### src/rtl/voice_gain_mult_if.sv
// ---------------------------------------------------------------------------
// voice_gain_mult_if
//   Handshake/data bundle for voice_gain_mult.
//   Request side : in_valid, in_ready, in_sample[DATA_W], in_gain[GAIN_W]
//   Result side  : out_valid, out_ready, out_sample[DATA_W], out_ovf
//   modport master : the environment (drives requests, accepts results)
//   modport slave  : the multiplier block
// ---------------------------------------------------------------------------
interface voice_gain_mult_if #(
  parameter int unsigned DATA_W = 16,
  parameter int unsigned GAIN_W = 4
);
  logic              in_valid;
  logic              in_ready;
  logic [DATA_W-1:0] in_sample;
  logic [GAIN_W-1:0] in_gain;
  logic              out_valid;
  logic              out_ready;
  logic [DATA_W-1:0] out_sample;
  logic              out_ovf;

  modport master (
    output in_valid, in_sample, in_gain, out_ready,
    input  in_ready, out_valid, out_sample, out_ovf
  );

  modport slave (
    input  in_valid, in_sample, in_gain, out_ready,
    output in_ready, out_valid, out_sample, out_ovf
  );
endinterface

### src/rtl/voice_gain_mult.sv
// ---------------------------------------------------------------------------
// voice_gain_mult
//   Sequential shift-add multiplier re-expanding a normalised voice sample:
//     out_sample = in_sample * (in_gain + 1)
//   One operation in flight; one factor bit consumed per cycle, LSB first.
//   Result appears GAIN_W+1 rising edges after the accepting edge.
//
// Ports
//   clk    : system clock, rising edge
//   reset  : synchronous, active-high
//   bus    : voice_gain_mult_if.slave
//            in_valid/in_ready/in_sample/in_gain  request handshake
//            out_valid/out_ready/out_sample/out_ovf result handshake
//
// Configuration
//   MULT_SAT_EN defined   : out_sample saturates to all-ones on overflow
//   MULT_SAT_EN undefined : out_sample is the product modulo 2^DATA_W
//   out_ovf is identical in both builds.
// ---------------------------------------------------------------------------
module voice_gain_mult #(
  parameter int unsigned DATA_W = 16,
  parameter int unsigned GAIN_W = 4
) (
  input logic              clk,
  input logic              reset,
  voice_gain_mult_if.slave bus
);

  // Accumulator holds the full (2^DATA_W-1) * 2^GAIN_W product without loss.
  localparam int unsigned ACC_W = DATA_W + GAIN_W + 1;
  localparam int unsigned CNT_W = (GAIN_W + 1 > 1) ? $clog2(GAIN_W + 1) : 1;
  localparam logic [CNT_W-1:0] CNT_LAST = CNT_W'(GAIN_W);

  localparam logic [1:0] ST_IDLE = 2'd0;
  localparam logic [1:0] ST_BUSY = 2'd1;
  localparam logic [1:0] ST_DONE = 2'd2;

  logic [1:0]        state_q,      state_d;
  logic [DATA_W-1:0] sample_q,     sample_d;
  logic [GAIN_W:0]   factor_q,     factor_d;
  logic [ACC_W-1:0]  acc_q,        acc_d;
  logic [CNT_W-1:0]  cnt_q,        cnt_d;
  logic              in_ready_q,   in_ready_d;
  logic              out_valid_q,  out_valid_d;
  logic [DATA_W-1:0] out_sample_q, out_sample_d;
  logic              out_ovf_q,    out_ovf_d;

  logic [ACC_W-1:0]  partial;
  logic [ACC_W-1:0]  acc_sum;
  logic              ovf_sum;
  logic [DATA_W-1:0] result;

  // Partial product for the current factor bit and the running sum it gives.
  // The final BUSY cycle registers the result straight from acc_sum so that
  // out_valid rises on the same edge that consumes the last factor bit.
  always_comb begin
    partial = '0;
    if (factor_q[cnt_q]) begin
      partial = ACC_W'(sample_q) << cnt_q;
    end
    acc_sum = acc_q + partial;
    ovf_sum = |acc_sum[ACC_W-1:DATA_W];
`ifdef MULT_SAT_EN
    result  = ovf_sum ? '1 : acc_sum[DATA_W-1:0];
`else
    result  = acc_sum[DATA_W-1:0];
`endif
  end

  always_comb begin
    state_d      = state_q;
    sample_d     = sample_q;
    factor_d     = factor_q;
    acc_d        = acc_q;
    cnt_d        = cnt_q;
    in_ready_d   = in_ready_q;
    out_valid_d  = out_valid_q;
    out_sample_d = out_sample_q;
    out_ovf_d    = out_ovf_q;

    case (state_q)
      ST_IDLE: begin
        if (bus.in_valid && in_ready_q) begin
          sample_d   = bus.in_sample;
          factor_d   = {1'b0, bus.in_gain} + (GAIN_W + 1)'(1);
          acc_d      = '0;
          cnt_d      = '0;
          in_ready_d = 1'b0;
          state_d    = ST_BUSY;
        end
      end

      ST_BUSY: begin
        acc_d = acc_sum;
        cnt_d = cnt_q + CNT_W'(1);
        if (cnt_q == CNT_LAST) begin
          out_sample_d = result;
          out_ovf_d    = ovf_sum;
          out_valid_d  = 1'b1;
          state_d      = ST_DONE;
        end
      end

      ST_DONE: begin
        if (bus.out_ready) begin
          out_valid_d = 1'b0;
          in_ready_d  = 1'b1;
          state_d     = ST_IDLE;
        end
      end

      default: begin
        out_valid_d = 1'b0;
        in_ready_d  = 1'b1;
        state_d     = ST_IDLE;
      end
    endcase
  end

  always_ff @(posedge clk) begin
    if (reset) begin
      state_q      <= ST_IDLE;
      sample_q     <= '0;
      factor_q     <= '0;
      acc_q        <= '0;
      cnt_q        <= '0;
      in_ready_q   <= 1'b1;
      out_valid_q  <= 1'b0;
      out_sample_q <= '0;
      out_ovf_q    <= 1'b0;
    end else begin
      state_q      <= state_d;
      sample_q     <= sample_d;
      factor_q     <= factor_d;
      acc_q        <= acc_d;
      cnt_q        <= cnt_d;
      in_ready_q   <= in_ready_d;
      out_valid_q  <= out_valid_d;
      out_sample_q <= out_sample_d;
      out_ovf_q    <= out_ovf_d;
    end
  end

  assign bus.in_ready   = in_ready_q;
  assign bus.out_valid  = out_valid_q;
  assign bus.out_sample = out_sample_q;
  assign bus.out_ovf    = out_ovf_q;

endmodule

### src/flat_wrapper.sv
// flat-port wrapper written by rule: the top's interface ports become plain ports
module voice_gain_mult_flat 
#(
  parameter int unsigned DATA_W = 16,
  parameter int unsigned GAIN_W = 4
)
  (clk, reset, bus_in_valid, bus_in_sample, bus_in_gain, bus_out_ready, bus_in_ready, bus_out_valid, bus_out_sample, bus_out_ovf);
  voice_gain_mult_if #(.DATA_W(DATA_W), .GAIN_W(GAIN_W)) bus_i ();
  input logic clk;
  input logic reset;
  input wire logic [$bits(bus_i.in_valid)-1:0] bus_in_valid;
  input wire logic [$bits(bus_i.in_sample)-1:0] bus_in_sample;
  input wire logic [$bits(bus_i.in_gain)-1:0] bus_in_gain;
  input wire logic [$bits(bus_i.out_ready)-1:0] bus_out_ready;
  output wire logic [$bits(bus_i.in_ready)-1:0] bus_in_ready;
  output wire logic [$bits(bus_i.out_valid)-1:0] bus_out_valid;
  output wire logic [$bits(bus_i.out_sample)-1:0] bus_out_sample;
  output wire logic [$bits(bus_i.out_ovf)-1:0] bus_out_ovf;
  assign bus_i.in_valid = bus_in_valid;
  assign bus_i.in_sample = bus_in_sample;
  assign bus_i.in_gain = bus_in_gain;
  assign bus_i.out_ready = bus_out_ready;
  assign bus_in_ready = bus_i.in_ready;
  assign bus_out_valid = bus_i.out_valid;
  assign bus_out_sample = bus_i.out_sample;
  assign bus_out_ovf = bus_i.out_ovf;
  voice_gain_mult #(.DATA_W(DATA_W), .GAIN_W(GAIN_W)) u_core (.clk(clk), .reset(reset), .bus(bus_i));
endmodule
### config.mk
export PLATFORM = sky130hd
export DESIGN_NAME = voice_gain_mult_flat
export DESIGN_NICKNAME = d
export VERILOG_FILES = /design/src/rtl/voice_gain_mult_if.sv /design/src/rtl/voice_gain_mult.sv /design/src/flat_wrapper.sv
export SDC_FILE = /design/constraint.sdc
export NUM_CORES = 1
export LEC_CHECK = 0
export ABC_CLOCK_PERIOD_IN_PS = 4100
export CORE_MARGIN = 2
export CORE_UTILIZATION = 40
export DETAILED_ROUTE_END_ITERATION = 10
export PLACE_DENSITY_LB_ADDON = 0.2
export SLEW_MARGIN = 20
export SYNTH_ARGS = -nofsm -noshare
export SYNTH_HDL_FRONTEND = slang
export SYNTH_SLANG_ARGS = --single-unit
### constraint.sdc
create_clock -name clk -period 4.1 [get_ports clk]
set_input_delay 1.23 -clock clk [delete_from_list [all_inputs] [get_ports clk]]
set_output_delay 1.23 -clock clk [all_outputs]
set_load 0.1 [all_outputs]
==> results_tabular.tex, run 1 <==
\begin{tabular}{lr}
\hline
Metric & Value \\
\hline
\multicolumn{2}{l}{\textbf{GRT}} \\
Initial antenna violation count & 0 \\
First-pass GRT wire length & about 17000 µm \\
Maximum number of pins on one net before global-route repair & 37 \\
Vias in the first global route & 3593 \\
Total routing resource utilization after global routing & 0.194 \\
Total gr overflow & 0 \\
\multicolumn{2}{l}{\textbf{Synth}} \\
Most used DFF post-synth & sky130\_fd\_sc\_hd\_\_dfxtp\_1 \\
Post-synth EDFFs & 0 \\
Number of standard cells after synthesis & 541 \\
Post-synthesis sequential element count & 66 \\
Synthesis warning total & 0 \\
Syn\_nets & 589 \\
Post-synthesis cell type count & 49 \\
Post-synthesis sequential area ratio & 0.325 \\
Mean Syn Cell Area & roughly 7.5 µm² \\
Post-synthesis instance area & roughly 0.004 mm² \\
Synth async-reset ratio & 0 \\
\multicolumn{2}{l}{\textbf{STA}} \\
Worst Skew & 0.00764 ns \\
Slew of the pin with the lowest slew margin & between 1 and 1.5 ns \\
Final Slew Violations & 0 \\
Clock period minus worst slack & 3.79 ns \\
Fraction of the cycle the final worst path needs & 0.925 \\
Final-report hold violation count & 0 \\
Setup repair after global routing missed its margin & no \\
Final setup vio count & 0 \\
Final-layout setup total negative slack & 0 ns \\
FMAX & $\sim$260 MHz \\
Worst Hold Slack & 0.456 ns \\
Post-route setup slack & 0.306 ns \\
Slew margin rel. & 0.329 \\
\multicolumn{2}{l}{\textbf{Power and ir drop}} \\
Total leakage power & 1.81 nW \\
Final Total Pwr & 1.45 mW \\
Pwr Density & 301 mW/mm² \\
Largest vdd supply drop & 0.162 mV \\
\multicolumn{2}{l}{\textbf{Cells and area}} \\
Final Cell Area & 0.00480 mm² \\
Number of inserted filler cells in the final layout & 1031 \\
\# diodes & 0 \\
Final Net Count & slightly above 600 \\
Post-Layout Cell Count & around 710 \\
Share of post-route cells with drive strength above 1 & 0.0749 \\
Layout overhead on the synthesized area & 18.1\% \\
Share of the core filled with cells & 0.489 \\
\multicolumn{2}{l}{\textbf{Critical path}} \\
Worst endpoint required time & 4.37 ns \\
Maximum fanout encountered on the critical timing path & 9 \\
Arrival time at the worst endpoint & 4.06 ns \\
CP Launch Type & register \\
Setup Crit Path Kind & register to register \\
Critical Path End Type & register \\
\multicolumn{2}{l}{\textbf{Clocking}} \\
PostCTS Resize Cnt & 0 \\
CTS H-Tree Depth & 3 \\
CTS clk-pin slew, worst paths & around 0.07 ns \\
Number of hold buffers added after CTS & 0 \\
Total number of clock tree sinks & 66 \\
Clock tree from TritonCTS & built \\
Skew-Pair Late Insertion Delay & 0.35 ns \\
Clock buffers created by TritonCTS & 9 \\
Clock tree root driver cell & sky130\_fd\_sc\_hd\_\_clkbuf\_8 \\
Maximum count of clock buffers along a single path & 2 \\
Post-CTS Setup Inserts & 0 \\
\multicolumn{2}{l}{\textbf{Drt}} \\
Number of vias in the routed layout & 3830 \\
Via count normalized by instance count & 5.42 \\
Routed Antenna Nets & 0 \\
Number of design-rule violations left by the first detailed-router iteration & approximately 200 \\
First drt pass iteration count & 4 \\
DRC & 0 \\
Final WL & 10300 µm \\
Avg WL per Cell & 14.5 µm \\
\multicolumn{2}{l}{\textbf{Die}} \\
Die Width & 105 µm \\
Die extent in y & 105 µm \\
Initial Util & 0.414 \\
Total die area & 0.0110 mm² \\
FP Rows & 36 \\
Core region area & 0.00982 mm² \\
Number of top-level pins & between 40 and 50 \\
\multicolumn{2}{l}{\textbf{Place}} \\
Cell area reported after detailed placement & 0.00462 mm² \\
Minimum setup slack after placement & 0.370 ns \\
Total instance count after detailed placement & 692 \\
Port buffer count & 42 \\
Final HPWL from detailed placement & 7430 µm \\
RD Place Congestion & 0.896 \\
\multicolumn{2}{l}{\textbf{Min path}} \\
Worst hold path class & register to register \\
\multicolumn{2}{l}{\textbf{Outcome}} \\
Status & finished clean \\
\multicolumn{2}{l}{\textbf{Job}} \\
Maximum capacitance violations & 0 \\
\hline
\end{tabular}
-- cells by family (layout without fill, tap and decap cells) --
family / Yosys count / count (layout) / share of synthesized area
flops: 66 / 66 / 0.325
compound gates: 147 / 147 / 0.223
fa+ha+maj: 24 / 24 / 0.0757
simple gates: 222 / 222 / 0.239
buf+inv: 42 / 75 / 0.0394
mux: 22 / 22 / 0.0591
xor+xnor: 18 / 18 / 0.0388
-- flip-flops by register name, summed over array words and instances (netlist names) --
signal and cells:
u_core.acc_q 21, u_core.bus.out_sample 16, u_core.sample_q 16, u_core.factor_q 5
u_core.cnt_q 3, u_core.state_q 2, u_core.bus.in_ready 1, u_core.bus.out_ovf 1
u_core.bus.out_valid 1
-- critical path, stage by stage, from the launching register on --
cell and delay (ns):
sky130_fd_sc_hd__dfxtp_1 0.36, sky130_fd_sc_hd__mux4_2 0.54, sky130_fd_sc_hd__nand2_1 0.13, sky130_fd_sc_hd__inv_1 0.09, sky130_fd_sc_hd__a31oi_1 0.24, sky130_fd_sc_hd__buf_4 0.21, sky130_fd_sc_hd__nor2_1 0.06, sky130_fd_sc_hd__ha_1 0.34
sky130_fd_sc_hd__a21o_1 0.21, sky130_fd_sc_hd__a21o_1 0.20, sky130_fd_sc_hd__a221oi_2 0.40, sky130_fd_sc_hd__nand2_1 0.14, sky130_fd_sc_hd__a311oi_1 0.41, sky130_fd_sc_hd__xor2_1 0.12, sky130_fd_sc_hd__a311oi_1 0.25
-- layer usage --
metal	GRT usage	vias to the layer above	share of wire
met5	0	-	0
met4	0.0667	0	0.018
met3	0.0349	13	0.043
met2	0.319	73	0.47
met1	0.255	1779	0.47
li1	-	1965	-
-- synthesized netlist by cell type, types with 2 or more instances --
| library cell | count | area share |
|---|---|---|
| sky130_fd_sc_hd__a211oi_1 | 10 | 0.018 |
| sky130_fd_sc_hd__a21o_1 | 5 | 0.0092 |
| sky130_fd_sc_hd__a21oi_1 | 87 | 0.11 |
| sky130_fd_sc_hd__a221oi_2 | 2 | 0.0074 |
| sky130_fd_sc_hd__a311oi_1 | 3 | 0.0065 |
| sky130_fd_sc_hd__a31o_2 | 2 | 0.0043 |
| sky130_fd_sc_hd__a31oi_1 | 7 | 0.011 |
| sky130_fd_sc_hd__and2_1 | 2 | 0.0031 |
| sky130_fd_sc_hd__and3_1 | 5 | 0.0077 |
| sky130_fd_sc_hd__and4_1 | 2 | 0.0043 |
| sky130_fd_sc_hd__buf_1 | 2 | 0.0018 |
| sky130_fd_sc_hd__buf_2 | 2 | 0.0025 |
| sky130_fd_sc_hd__clkbuf_1 | 31 | 0.029 |
| sky130_fd_sc_hd__dfxtp_1 | 66 | 0.32 |
| sky130_fd_sc_hd__ha_1 | 23 | 0.071 |
| sky130_fd_sc_hd__inv_1 | 6 | 0.0055 |
| sky130_fd_sc_hd__mux2_2 | 6 | 0.017 |
| sky130_fd_sc_hd__mux2i_1 | 15 | 0.037 |
| sky130_fd_sc_hd__nand2_1 | 106 | 0.098 |
| sky130_fd_sc_hd__nand2b_1 | 4 | 0.0062 |
| sky130_fd_sc_hd__nand3_1 | 29 | 0.036 |
| sky130_fd_sc_hd__nand4_1 | 3 | 0.0046 |
| sky130_fd_sc_hd__nor2_1 | 48 | 0.044 |
| sky130_fd_sc_hd__nor2b_1 | 6 | 0.0092 |
| sky130_fd_sc_hd__nor3_1 | 6 | 0.0074 |
| sky130_fd_sc_hd__o211ai_1 | 4 | 0.0074 |
| sky130_fd_sc_hd__o21ai_0 | 13 | 0.016 |
| sky130_fd_sc_hd__o21ai_2 | 2 | 0.0043 |
| sky130_fd_sc_hd__o21bai_1 | 3 | 0.0055 |
| sky130_fd_sc_hd__or3_1 | 6 | 0.0092 |
| sky130_fd_sc_hd__xnor2_1 | 9 | 0.019 |
| sky130_fd_sc_hd__xor2_1 | 9 | 0.019 |
-- cells in the final DEF, fill, tap and decap left out, types with 2 or more instances in the layout --
master,Yosys,layout
sky130_fd_sc_hd__a31o_2,2,2
sky130_fd_sc_hd__nand2_1,106,106
sky130_fd_sc_hd__a31oi_1,7,7
sky130_fd_sc_hd__a221oi_2,2,2
sky130_fd_sc_hd__a311oi_1,3,3
sky130_fd_sc_hd__clkbuf_1,31,2
sky130_fd_sc_hd__nor2b_1,6,6
sky130_fd_sc_hd__a211oi_1,10,10
sky130_fd_sc_hd__clkdlybuf4s50_1,0,41
sky130_fd_sc_hd__o21ai_0,13,13
sky130_fd_sc_hd__nand4_1,3,3
sky130_fd_sc_hd__inv_1,6,6
sky130_fd_sc_hd__nand3_1,29,29
sky130_fd_sc_hd__a21oi_1,87,87
sky130_fd_sc_hd__and4_1,2,2
sky130_fd_sc_hd__nor3_1,6,5
sky130_fd_sc_hd__o211ai_1,4,4
sky130_fd_sc_hd__xor2_1,9,9
sky130_fd_sc_hd__mux2_2,6,6
sky130_fd_sc_hd__clkbuf_8,0,10
sky130_fd_sc_hd__o21bai_1,3,3
sky130_fd_sc_hd__nor2_1,48,48
sky130_fd_sc_hd__buf_4,0,10
sky130_fd_sc_hd__clkinv_2,0,2
sky130_fd_sc_hd__and2_1,2,2
sky130_fd_sc_hd__and3_1,5,5
sky130_fd_sc_hd__o21ai_2,2,2
sky130_fd_sc_hd__nand2b_1,4,3
sky130_fd_sc_hd__ha_1,23,23
sky130_fd_sc_hd__xnor2_1,9,9
sky130_fd_sc_hd__dfxtp_1,66,66
sky130_fd_sc_hd__mux2i_1,15,15
sky130_fd_sc_hd__a21o_1,5,5
sky130_fd_sc_hd__or3_1,6,6
-- power breakdown --
group          switching, mW  internal [mW]  leakage [nW]
logic                  0.136         0.0852          1.18
registers             0.0176          0.660         0.535
clock network          0.255          0.293        0.0962
total                  0.408           1.04          1.81
-- path summary, 6_finish.rpt --
check                            startpoint                        end  slack, ns  cells past startpoint
hold reg to reg   u_core.bus.out_sample[11]  u_core.bus.out_sample[11]       0.46                      2
setup reg to reg            u_core.cnt_q[0]         u_core.bus.out_ovf       0.31                     14
hold / removal    u_core.bus.out_sample[11]  u_core.bus.out_sample[11]       0.46                      2
setup / recovery            u_core.cnt_q[0]         u_core.bus.out_ovf       0.31                     14
-- layout make-up --
class,count,area (µm²),share of cell area
well taps,133,166,0.0346
inverters,7,26.3,0.00547
multi-input cells,433,2590,0.540
repair buffers,53,510,0.106
clock inverters,3,40.0,0.00834
flip-flops and latches,66,1320,0.275
clock buffers,12,145,0.0302
Note: power is estimated with default switching activity, not from simulation.
==> run 2, diff against run 1 <==
--- a/config.mk
+++ b/config.mk
@@ -9,7 +9,7 @@
 export CORE_MARGIN = 2
 export CORE_UTILIZATION = 40
 export DETAILED_ROUTE_END_ITERATION = 10
-export PLACE_DENSITY_LB_ADDON = 0.2
+export PLACE_DENSITY_LB_ADDON = 0.08
 export SLEW_MARGIN = 20
 export SYNTH_ARGS = -nofsm -noshare
 export SYNTH_HDL_FRONTEND = slang
==> run 2 against run 1 <==
Against the previous run: setup slack better by 0.074 ns; worst hold slack worse by 0.0027 ns; sequential share of layout area down 0.28 points; global-route usage up 0.77 points; critical path type unchanged; critical endpoint unchanged.
==> results_tabular.tex, run 2 (synthesis results as in run 1) <==
\begin{tabular}{lr}
\hline
Metric & Value \\
\hline
\multicolumn{2}{l}{\textbf{Cells and area}} \\
Final Cell Area & 0.00485 mm² (was 0.00480 mm²) \\
Share of the core filled with cells & 0.494 (was 0.489) \\
Number of inserted filler cells in the final layout & 1051 (was 1031) \\
Flip-flop count of the largest register, all copies and words added & 21 (unchanged) \\
Share of post-route cells with drive strength above 1 & 0.0781 (was 0.0749) \\
Biggest register & u\_core.acc\_q (unchanged) \\
Post-Layout Cell Count & 709 (was 707) \\
Layout overhead on the synthesized area & 19.3\% (was 18.1\%) \\
Most frequent cells in the layout & sky130\_fd\_sc\_hd\_\_nand2\_1 (106), sky130\_fd\_sc\_hd\_\_a21oi\_1 (87), sky130\_fd\_sc\_hd\_\_dfxtp\_1 (66) (unchanged) \\
Final Net Count & 620 (was 618) \\
Commonest non-fill, non-tap cell in the layout & sky130\_fd\_sc\_hd\_\_nand2\_1 (unchanged) \\
\# diodes & 0 (unchanged) \\
\multicolumn{2}{l}{\textbf{Power and ir drop}} \\
Sequential share of power & 0.441 (was 0.469) \\
Final Total Pwr & 1.53 mW (was 1.45 mW) \\
Switching share of power & 0.269 (was 0.282) \\
Power share of the combinational group & 0.150 (was 0.153) \\
Largest vdd supply drop & 0.225 mV (was 0.162 mV) \\
Sw power & 0.413 mW (was 0.408 mW) \\
Cell internal pwr & 1.12 mW (was 1.04 mW) \\
Pwr Density & 316 mW/mm² (was 301 mW/mm²) \\
Total leakage power & 1.84 nW (was 1.81 nW) \\
Clock group share of total power & 0.409 (was 0.379) \\
\multicolumn{2}{l}{\textbf{Critical path}} \\
CP Launch Type & register (unchanged) \\
Worst endpoint required time & 4.35 ns (was 4.37 ns) \\
Setup Crit Path Kind & register to register (unchanged) \\
Arrival time at the worst endpoint & 3.97 ns (was 4.06 ns) \\
Critical Path End Type & register (unchanged) \\
Maximum fanout encountered on the critical timing path & 8 (was 9) \\
\multicolumn{2}{l}{\textbf{STA}} \\
Setup repair after global routing missed its margin & no (unchanged) \\
FMAX & 269 MHz (was 264 MHz) \\
Clock period minus worst slack & 3.72 ns (was 3.79 ns) \\
Final Slew Violations & 0 (unchanged) \\
Worst Hold Slack & 0.453 ns (was 0.456 ns) \\
Fraction of the cycle the final worst path needs & 0.907 (was 0.925) \\
Post-route setup slack & 0.380 ns (was 0.306 ns) \\
Slew of the pin with the lowest slew margin & 0.969 ns (was 1.00 ns) \\
Final-report hold violation count & 0 (unchanged) \\
Final-layout setup total negative slack & 0 ns (unchanged) \\
Slew margin rel. & 0.352 (was 0.329) \\
Worst Skew & 0.0108 ns (was 0.00764 ns) \\
Final setup vio count & 0 (unchanged) \\
\multicolumn{2}{l}{\textbf{Drt}} \\
Avg WL per Cell & 15.1 µm (was 14.5 µm) \\
Number of vias in the routed layout & 3829 (was 3830) \\
Via count normalized by instance count & 5.40 (was 5.42) \\
First drt pass iteration count & 4 (unchanged) \\
Final WL & 10700 µm (was 10300 µm) \\
Number of design-rule violations left by the first detailed-router iteration & 190 (was 205) \\
DRC & 0 (unchanged) \\
Routed Antenna Nets & 0 (unchanged) \\
\multicolumn{2}{l}{\textbf{Place}} \\
Total instance count after detailed placement & 694 (was 692) \\
Cell area reported after detailed placement & 0.00463 mm² (was 0.00462 mm²) \\
Final HPWL from detailed placement & 7730 µm (was 7430 µm) \\
Minimum setup slack after placement & 0.406 ns (was 0.370 ns) \\
RD Place Congestion & 0.903 (was 0.896) \\
Port buffer count & 42 (unchanged) \\
\multicolumn{2}{l}{\textbf{Clocking}} \\
Clock tree root driver cell & sky130\_fd\_sc\_hd\_\_clkbuf\_8 (unchanged) \\
Total number of clock tree sinks & 66 (unchanged) \\
Post-CTS Setup Inserts & 0 (unchanged) \\
Skew-Pair Late Insertion Delay & 0.34 ns (was 0.35 ns) \\
CTS H-Tree Depth & 3 (unchanged) \\
Maximum count of clock buffers along a single path & 2 (unchanged) \\
Number of hold buffers added after CTS & 0 (unchanged) \\
PostCTS Resize Cnt & 0 (unchanged) \\
Clock buffers created by TritonCTS & 9 (unchanged) \\
Clock tree from TritonCTS & built (unchanged) \\
CTS clk-pin slew, worst paths & 0.07 ns (about the same) \\
\multicolumn{2}{l}{\textbf{GRT}} \\
Initial antenna violation count & 0 (unchanged) \\
Maximum number of pins on one net before global-route repair & 44 (was 37) \\
First-pass GRT wire length & 18200 µm (was 17400 µm) \\
Total routing resource utilization after global routing & 0.201 (was 0.194) \\
Total gr overflow & 0 (unchanged) \\
Vias in the first global route & 3716 (was 3593) \\
\multicolumn{2}{l}{\textbf{Die}} \\
Core region area & 0.00982 mm² (unchanged) \\
FP Rows & 36 (unchanged) \\
Die extent in y & 105 µm (unchanged) \\
Die Width & 105 µm (unchanged) \\
Initial Util & 0.414 (unchanged) \\
Number of top-level pins & 43 (unchanged) \\
Total die area & 0.0110 mm² (unchanged) \\
\multicolumn{2}{l}{\textbf{Job}} \\
Maximum capacitance violations & 0 (unchanged) \\
\multicolumn{2}{l}{\textbf{Min path}} \\
Worst hold path class & register to register (unchanged) \\
\multicolumn{2}{l}{\textbf{Outcome}} \\
Status & finished clean (unchanged) \\
\hline
\end{tabular}
-- run 2: cell type report --
class | count | area [µm²] | area share
clock buffers | 13 | 159 | 0.0327
clock inverters | 2 | 60.1 | 0.0124
well taps | 133 | 166 | 0.0343
multi-input cells | 433 | 2590 | 0.535
inverters | 7 | 26.3 | 0.00542
repair buffers | 55 | 526 | 0.108
flip-flops and latches | 66 | 1320 | 0.272
-- run 2: final timing paths --
| kind | slack, ns | cells past startpoint | from | end |
|---|---|---|---|---|
| worst max-delay path | 0.38 | 14 | u_core.cnt_q[0] | u_core.bus.out_ovf |
| worst min-delay path | 0.45 | 2 | u_core.bus.out_sample[8] | u_core.bus.out_sample[8] |
| worst max register to register | 0.38 | 14 | u_core.cnt_q[0] | u_core.bus.out_ovf |
| worst min register to register | 0.45 | 2 | u_core.bus.out_sample[8] | u_core.bus.out_sample[8] |
-- run 2: critical path, stage by stage (launching register included) --
cell and delay, ns:
sky130_fd_sc_hd__dfxtp_1 0.35, sky130_fd_sc_hd__mux4_2 0.53, sky130_fd_sc_hd__nand2_1 0.15, sky130_fd_sc_hd__inv_1 0.09
sky130_fd_sc_hd__a31oi_1 0.24, sky130_fd_sc_hd__buf_4 0.21, sky130_fd_sc_hd__nor2_1 0.06, sky130_fd_sc_hd__ha_1 0.34
sky130_fd_sc_hd__a21o_1 0.20, sky130_fd_sc_hd__a21o_1 0.19, sky130_fd_sc_hd__a221oi_2 0.37, sky130_fd_sc_hd__nand2_1 0.15
sky130_fd_sc_hd__a311oi_1 0.40, sky130_fd_sc_hd__xor2_1 0.12, sky130_fd_sc_hd__a311oi_1 0.25
-- run 2: power by group through the flow --
stage / Clock [mW] / Sequential [mW] / Combinational, mW
6_report: 0.628 / 0.677 / 0.230
2_1_floorplan: 0 / 0.692 / 0.148
3_5_place_dp: 0 / 0.691 / 0.230
3_3_place_gp: 0 / 0.691 / 0.228
4_1_cts: 0.646 / 0.676 / 0.231
5_1_grt: 0.673 / 0.680 / 0.256
-- run 2: layer usage --
layer  GRT usage  wire, µm  vias to the layer above
li1            -         -                     1974
met1       0.271      5280                     1776
met2       0.336      4980                       67
met3      0.0393       364                       12
met4      0.0400       116                        0
met5           0         0                        -
==> run 3, diff against run 2 <==
--- a/config.mk
+++ b/config.mk
@@ -7,8 +7,9 @@
 export LEC_CHECK = 0
 export ABC_CLOCK_PERIOD_IN_PS = 4100
 export CORE_MARGIN = 2
-export CORE_UTILIZATION = 40
+export CORE_UTILIZATION = 52
 export DETAILED_ROUTE_END_ITERATION = 10
+export DONT_BUFFER_PORTS = 1
 export PLACE_DENSITY_LB_ADDON = 0.08
 export SLEW_MARGIN = 20
 export SYNTH_ARGS = -nofsm -noshare
==> run 3 against run 2 <==
Against the previous run: critical path type unchanged; critical endpoint unchanged; clock power shrank 14%; cell count decreased by 11%; clock skew is 0.0034 ns lower; critical path depth did not move; flip-flop and latch count unchanged; global-route usage increased by 4.4 points; first-iteration DRC count is 12% higher; combinational power shrank 22%; cell area fell by 11%; total power down 8.5%; sequential share of layout area increased by 3.4 points.
==> results_tabular.tex, run 3 (synthesis results as in run 1) <==
\begin{tabular}{lr}
\hline
Metric & Value \\
\hline
\multicolumn{2}{l}{\textbf{STA}} \\
Post-route setup slack & 0.363 ns (was 0.380 ns) \\
Setup repair after global routing missed its margin & no (unchanged) \\
Worst Skew & 0.00737 ns (was 0.0108 ns) \\
Final-report hold violation count & 0 (unchanged) \\
Final-layout setup total negative slack & 0 ns (unchanged) \\
Fraction of the cycle the final worst path needs & 0.911 (was 0.907) \\
Clock period minus worst slack & 3.74 ns (was 3.72 ns) \\
Final Slew Violations & 0 (unchanged) \\
Slew of the pin with the lowest slew margin & 1.11 ns (was 0.969 ns) \\
FMAX & 268 MHz (was 269 MHz) \\
Final setup vio count & 0 (unchanged) \\
Slew margin rel. & 0.258 (was 0.352) \\
\multicolumn{2}{l}{\textbf{Die}} \\
Die Width & 92.4 µm (was 105 µm) \\
Die extent in y & 92.4 µm (was 105 µm) \\
Core region area & 0.00765 mm² (was 0.00982 mm²) \\
Number of top-level pins & 43 (unchanged) \\
Total die area & 0.00855 mm² (was 0.0110 mm²) \\
FP Rows & 32 (was 36) \\
Initial Util & 0.532 (was 0.414) \\
\multicolumn{2}{l}{\textbf{GRT}} \\
GR Layer Usage met2 & 0.385 (was 0.336) \\
Total gr overflow & 0 (unchanged) \\
Vias in the first global route & 3381 (was 3716) \\
GRT met3 Usage & 0.0423 (was 0.0393) \\
Routing usage on met1 & 0.327 (was 0.271) \\
Initial antenna violation count & 0 (unchanged) \\
Total routing resource utilization after global routing & 0.246 (was 0.201) \\
First-pass GRT wire length & 16700 µm (was 18200 µm) \\
Maximum number of pins on one net before global-route repair & 68 (was 44) \\
GR peak layer & met2 (unchanged) \\
\multicolumn{2}{l}{\textbf{Cells and area}} \\
Final Net Count & 574 (was 620) \\
Post-Layout Cell Count & 632 (was 709) \\
Layout overhead on the synthesized area & 6.18\% (was 19.3\%) \\
Most frequent cells in the layout & sky130\_fd\_sc\_hd\_\_nand2\_1 (106), sky130\_fd\_sc\_hd\_\_a21oi\_1 (87), sky130\_fd\_sc\_hd\_\_dfxtp\_1 (66) (unchanged) \\
\# diodes & 0 (unchanged) \\
Flip-flop count of the largest register, all copies and words added & 21 (unchanged) \\
Share of post-route cells with drive strength above 1 & 0.0736 (was 0.0781) \\
Commonest non-fill, non-tap cell in the layout & sky130\_fd\_sc\_hd\_\_nand2\_1 (unchanged) \\
Number of inserted filler cells in the final layout & 742 (was 1051) \\
Biggest register & u\_core.acc\_q (unchanged) \\
Final Cell Area & 0.00432 mm² (was 0.00485 mm²) \\
\multicolumn{2}{l}{\textbf{Critical path}} \\
Arrival time at the worst endpoint & 3.97 ns (about the same) \\
Worst reg2reg endpoint & u\_core.bus.out\_ovf (unchanged) \\
Maximum fanout encountered on the critical timing path & 15 (was 8) \\
Worst reg2reg path depth & 14 (unchanged) \\
Worst setup slack for register-to-register paths & 0.36 ns (was 0.38 ns) \\
Worst endpoint required time & 4.33 ns (was 4.35 ns) \\
Setup Crit Path Kind & register to register (unchanged) \\
Endpoint of the worst setup timing path & u\_core.bus.out\_ovf (unchanged) \\
CP Launch Type & register (unchanged) \\
Start of the worst register-to-register path & u\_core.cnt\_q[0] (unchanged) \\
Setup crit start & u\_core.cnt\_q[0] (unchanged) \\
Critical Path End Type & register (unchanged) \\
\multicolumn{2}{l}{\textbf{Clocking}} \\
CTS H-Tree Depth & 3 (unchanged) \\
Post-CTS Setup Inserts & 0 (unchanged) \\
Clock buffers created by TritonCTS & 9 (unchanged) \\
CTS clk-pin slew, worst paths & 0.07 ns (about the same) \\
PostCTS Resize Cnt & 0 (unchanged) \\
Total number of clock tree sinks & 66 (unchanged) \\
Skew-Pair Late Insertion Delay & 0.35 ns (was 0.34 ns) \\
Clock tree root driver cell & sky130\_fd\_sc\_hd\_\_clkbuf\_8 (unchanged) \\
Clock tree from TritonCTS & built (unchanged) \\
Maximum count of clock buffers along a single path & 2 (unchanged) \\
Number of hold buffers added after CTS & 0 (unchanged) \\
\multicolumn{2}{l}{\textbf{Power and ir drop}} \\
Pwr Density & 325 mW/mm² (was 316 mW/mm²) \\
Sequential share of power & 0.487 (was 0.441) \\
Power share of the combinational group & 0.128 (was 0.150) \\
Sw power & 0.389 mW (was 0.413 mW) \\
Cell internal pwr & 1.02 mW (was 1.12 mW) \\
Clock group share of total power & 0.385 (was 0.409) \\
Largest vdd supply drop & 0.178 mV (was 0.225 mV) \\
Final Total Pwr & 1.40 mW (was 1.53 mW) \\
Switching share of power & 0.277 (was 0.269) \\
Total leakage power & 1.65 nW (was 1.84 nW) \\
\multicolumn{2}{l}{\textbf{Drt}} \\
Number of vias in the routed layout & 3669 (was 3829) \\
Avg WL per Cell & 15.6 µm (was 15.1 µm) \\
Final WL & 9870 µm (was 10700 µm) \\
First drt pass iteration count & 6 (was 4) \\
Number of design-rule violations left by the first detailed-router iteration & 213 (was 190) \\
DRC & 0 (unchanged) \\
Via count normalized by instance count & 5.81 (was 5.40) \\
Routed Antenna Nets & 0 (unchanged) \\
\multicolumn{2}{l}{\textbf{Place}} \\
Total instance count after detailed placement & 617 (was 694) \\
Minimum setup slack after placement & 0.396 ns (was 0.406 ns) \\
RD Place Congestion & 0.858 (was 0.903) \\
Port buffer count & 0 (was 42) \\
Final HPWL from detailed placement & 6990 µm (was 7730 µm) \\
Cell area reported after detailed placement & 0.00413 mm² (was 0.00463 mm²) \\
\multicolumn{2}{l}{\textbf{Min path}} \\
Worst hold path class & register to register (unchanged) \\
\multicolumn{2}{l}{\textbf{Outcome}} \\
Status & finished clean (unchanged) \\
\multicolumn{2}{l}{\textbf{Job}} \\
Maximum capacitance violations & 0 (unchanged) \\
\hline
\end{tabular}
[run 3: changes by cell type in the layout (fill, tap and decap cells not counted)]
| cell | delta |
|---|---|
| sky130_fd_sc_hd__buf_4 | -3 |
| sky130_fd_sc_hd__clkdlybuf4s50_1 | -41 |
| sky130_fd_sc_hd__bufinv_16 | -1 |
| sky130_fd_sc_hd__clkbuf_8 | -1 |
| sky130_fd_sc_hd__nand2b_1 | +1 |
| sky130_fd_sc_hd__clkinv_2 | +2 |
| sky130_fd_sc_hd__buf_12 | -1 |
| sky130_fd_sc_hd__nand2b_2 | -1 |
| sky130_fd_sc_hd__buf_2 | -1 |
[run 3: metrics by stage]
step / util / hold WS [ns]
floorplan: - / 0.433
global placement: 0.541 / 0.445
detailed placement: 0.541 / 0.450
CTS: 0.565 / 0.460
global route: 0.565 / 0.479
finish: 0.565 / 0.461
[run 3: per-layer routing]
metal  vias to the layer above  wire (µm)
met2                        86       4460
met1                      1676       4610
li1                       1878          -
met5                         -          0
met3                        29        528
met4                         0        279
[run 3: worst min-delay path by stage]
| stage | from | cells past startpoint | to | slack [ns] |
|---|---|---|---|---|
| floorplan | u_core.factor_q[1] | 2 | u_core.factor_q[1] | 0.43 |
| global placement | u_core.factor_q[1] | 2 | u_core.factor_q[1] | 0.45 |
| detailed placement | u_core.factor_q[1] | 2 | u_core.factor_q[1] | 0.45 |
| CTS | u_core.factor_q[1] | 2 | u_core.factor_q[1] | 0.46 |
| global route | u_core.factor_q[1] | 2 | u_core.factor_q[1] | 0.48 |
| finish | u_core.sample_q[5] | 2 | u_core.sample_q[5] | 0.46 |
[run 3: critical path, cell delays in order (launching register included)]
cell	delay [ns]
sky130_fd_sc_hd__dfxtp_1	0.35
sky130_fd_sc_hd__mux4_2	0.51
sky130_fd_sc_hd__nand2_1	0.13
sky130_fd_sc_hd__inv_1	0.08
sky130_fd_sc_hd__a31oi_1	0.14
sky130_fd_sc_hd__buf_4	0.21
sky130_fd_sc_hd__a211oi_1	0.06
sky130_fd_sc_hd__ha_1	0.40
sky130_fd_sc_hd__a2111oi_4	0.39
sky130_fd_sc_hd__o21ai_2	0.15
sky130_fd_sc_hd__a31oi_4	0.25
sky130_fd_sc_hd__o21ai_2	0.12
sky130_fd_sc_hd__a311o_1	0.41
sky130_fd_sc_hd__a221oi_2	0.28
sky130_fd_sc_hd__a311oi_1	0.12
[run 3: layout make-up]
class | count | area [µm²] | share of cell area
Multi-Input combinational cell | 433 | 2590 | 0.600
Sequential cell | 66 | 1320 | 0.306
Clock buffer | 12 | 145 | 0.0336
Tap cell | 102 | 128 | 0.0295
Timing Repair Buffer | 9 | 67.6 | 0.0156
Clock inverter | 3 | 40.0 | 0.00927
Inverter | 7 | 26.3 | 0.00608
[run 3: power groups by stage]
stage	Clock (mW)	Sequential [mW]	Combinational [mW]
finish	0.541	0.684	0.180
global route	0.579	0.687	0.202
CTS	0.555	0.684	0.179
detailed placement	0	0.699	0.178
global placement	0	0.698	0.176
floorplan	0	0.692	0.148
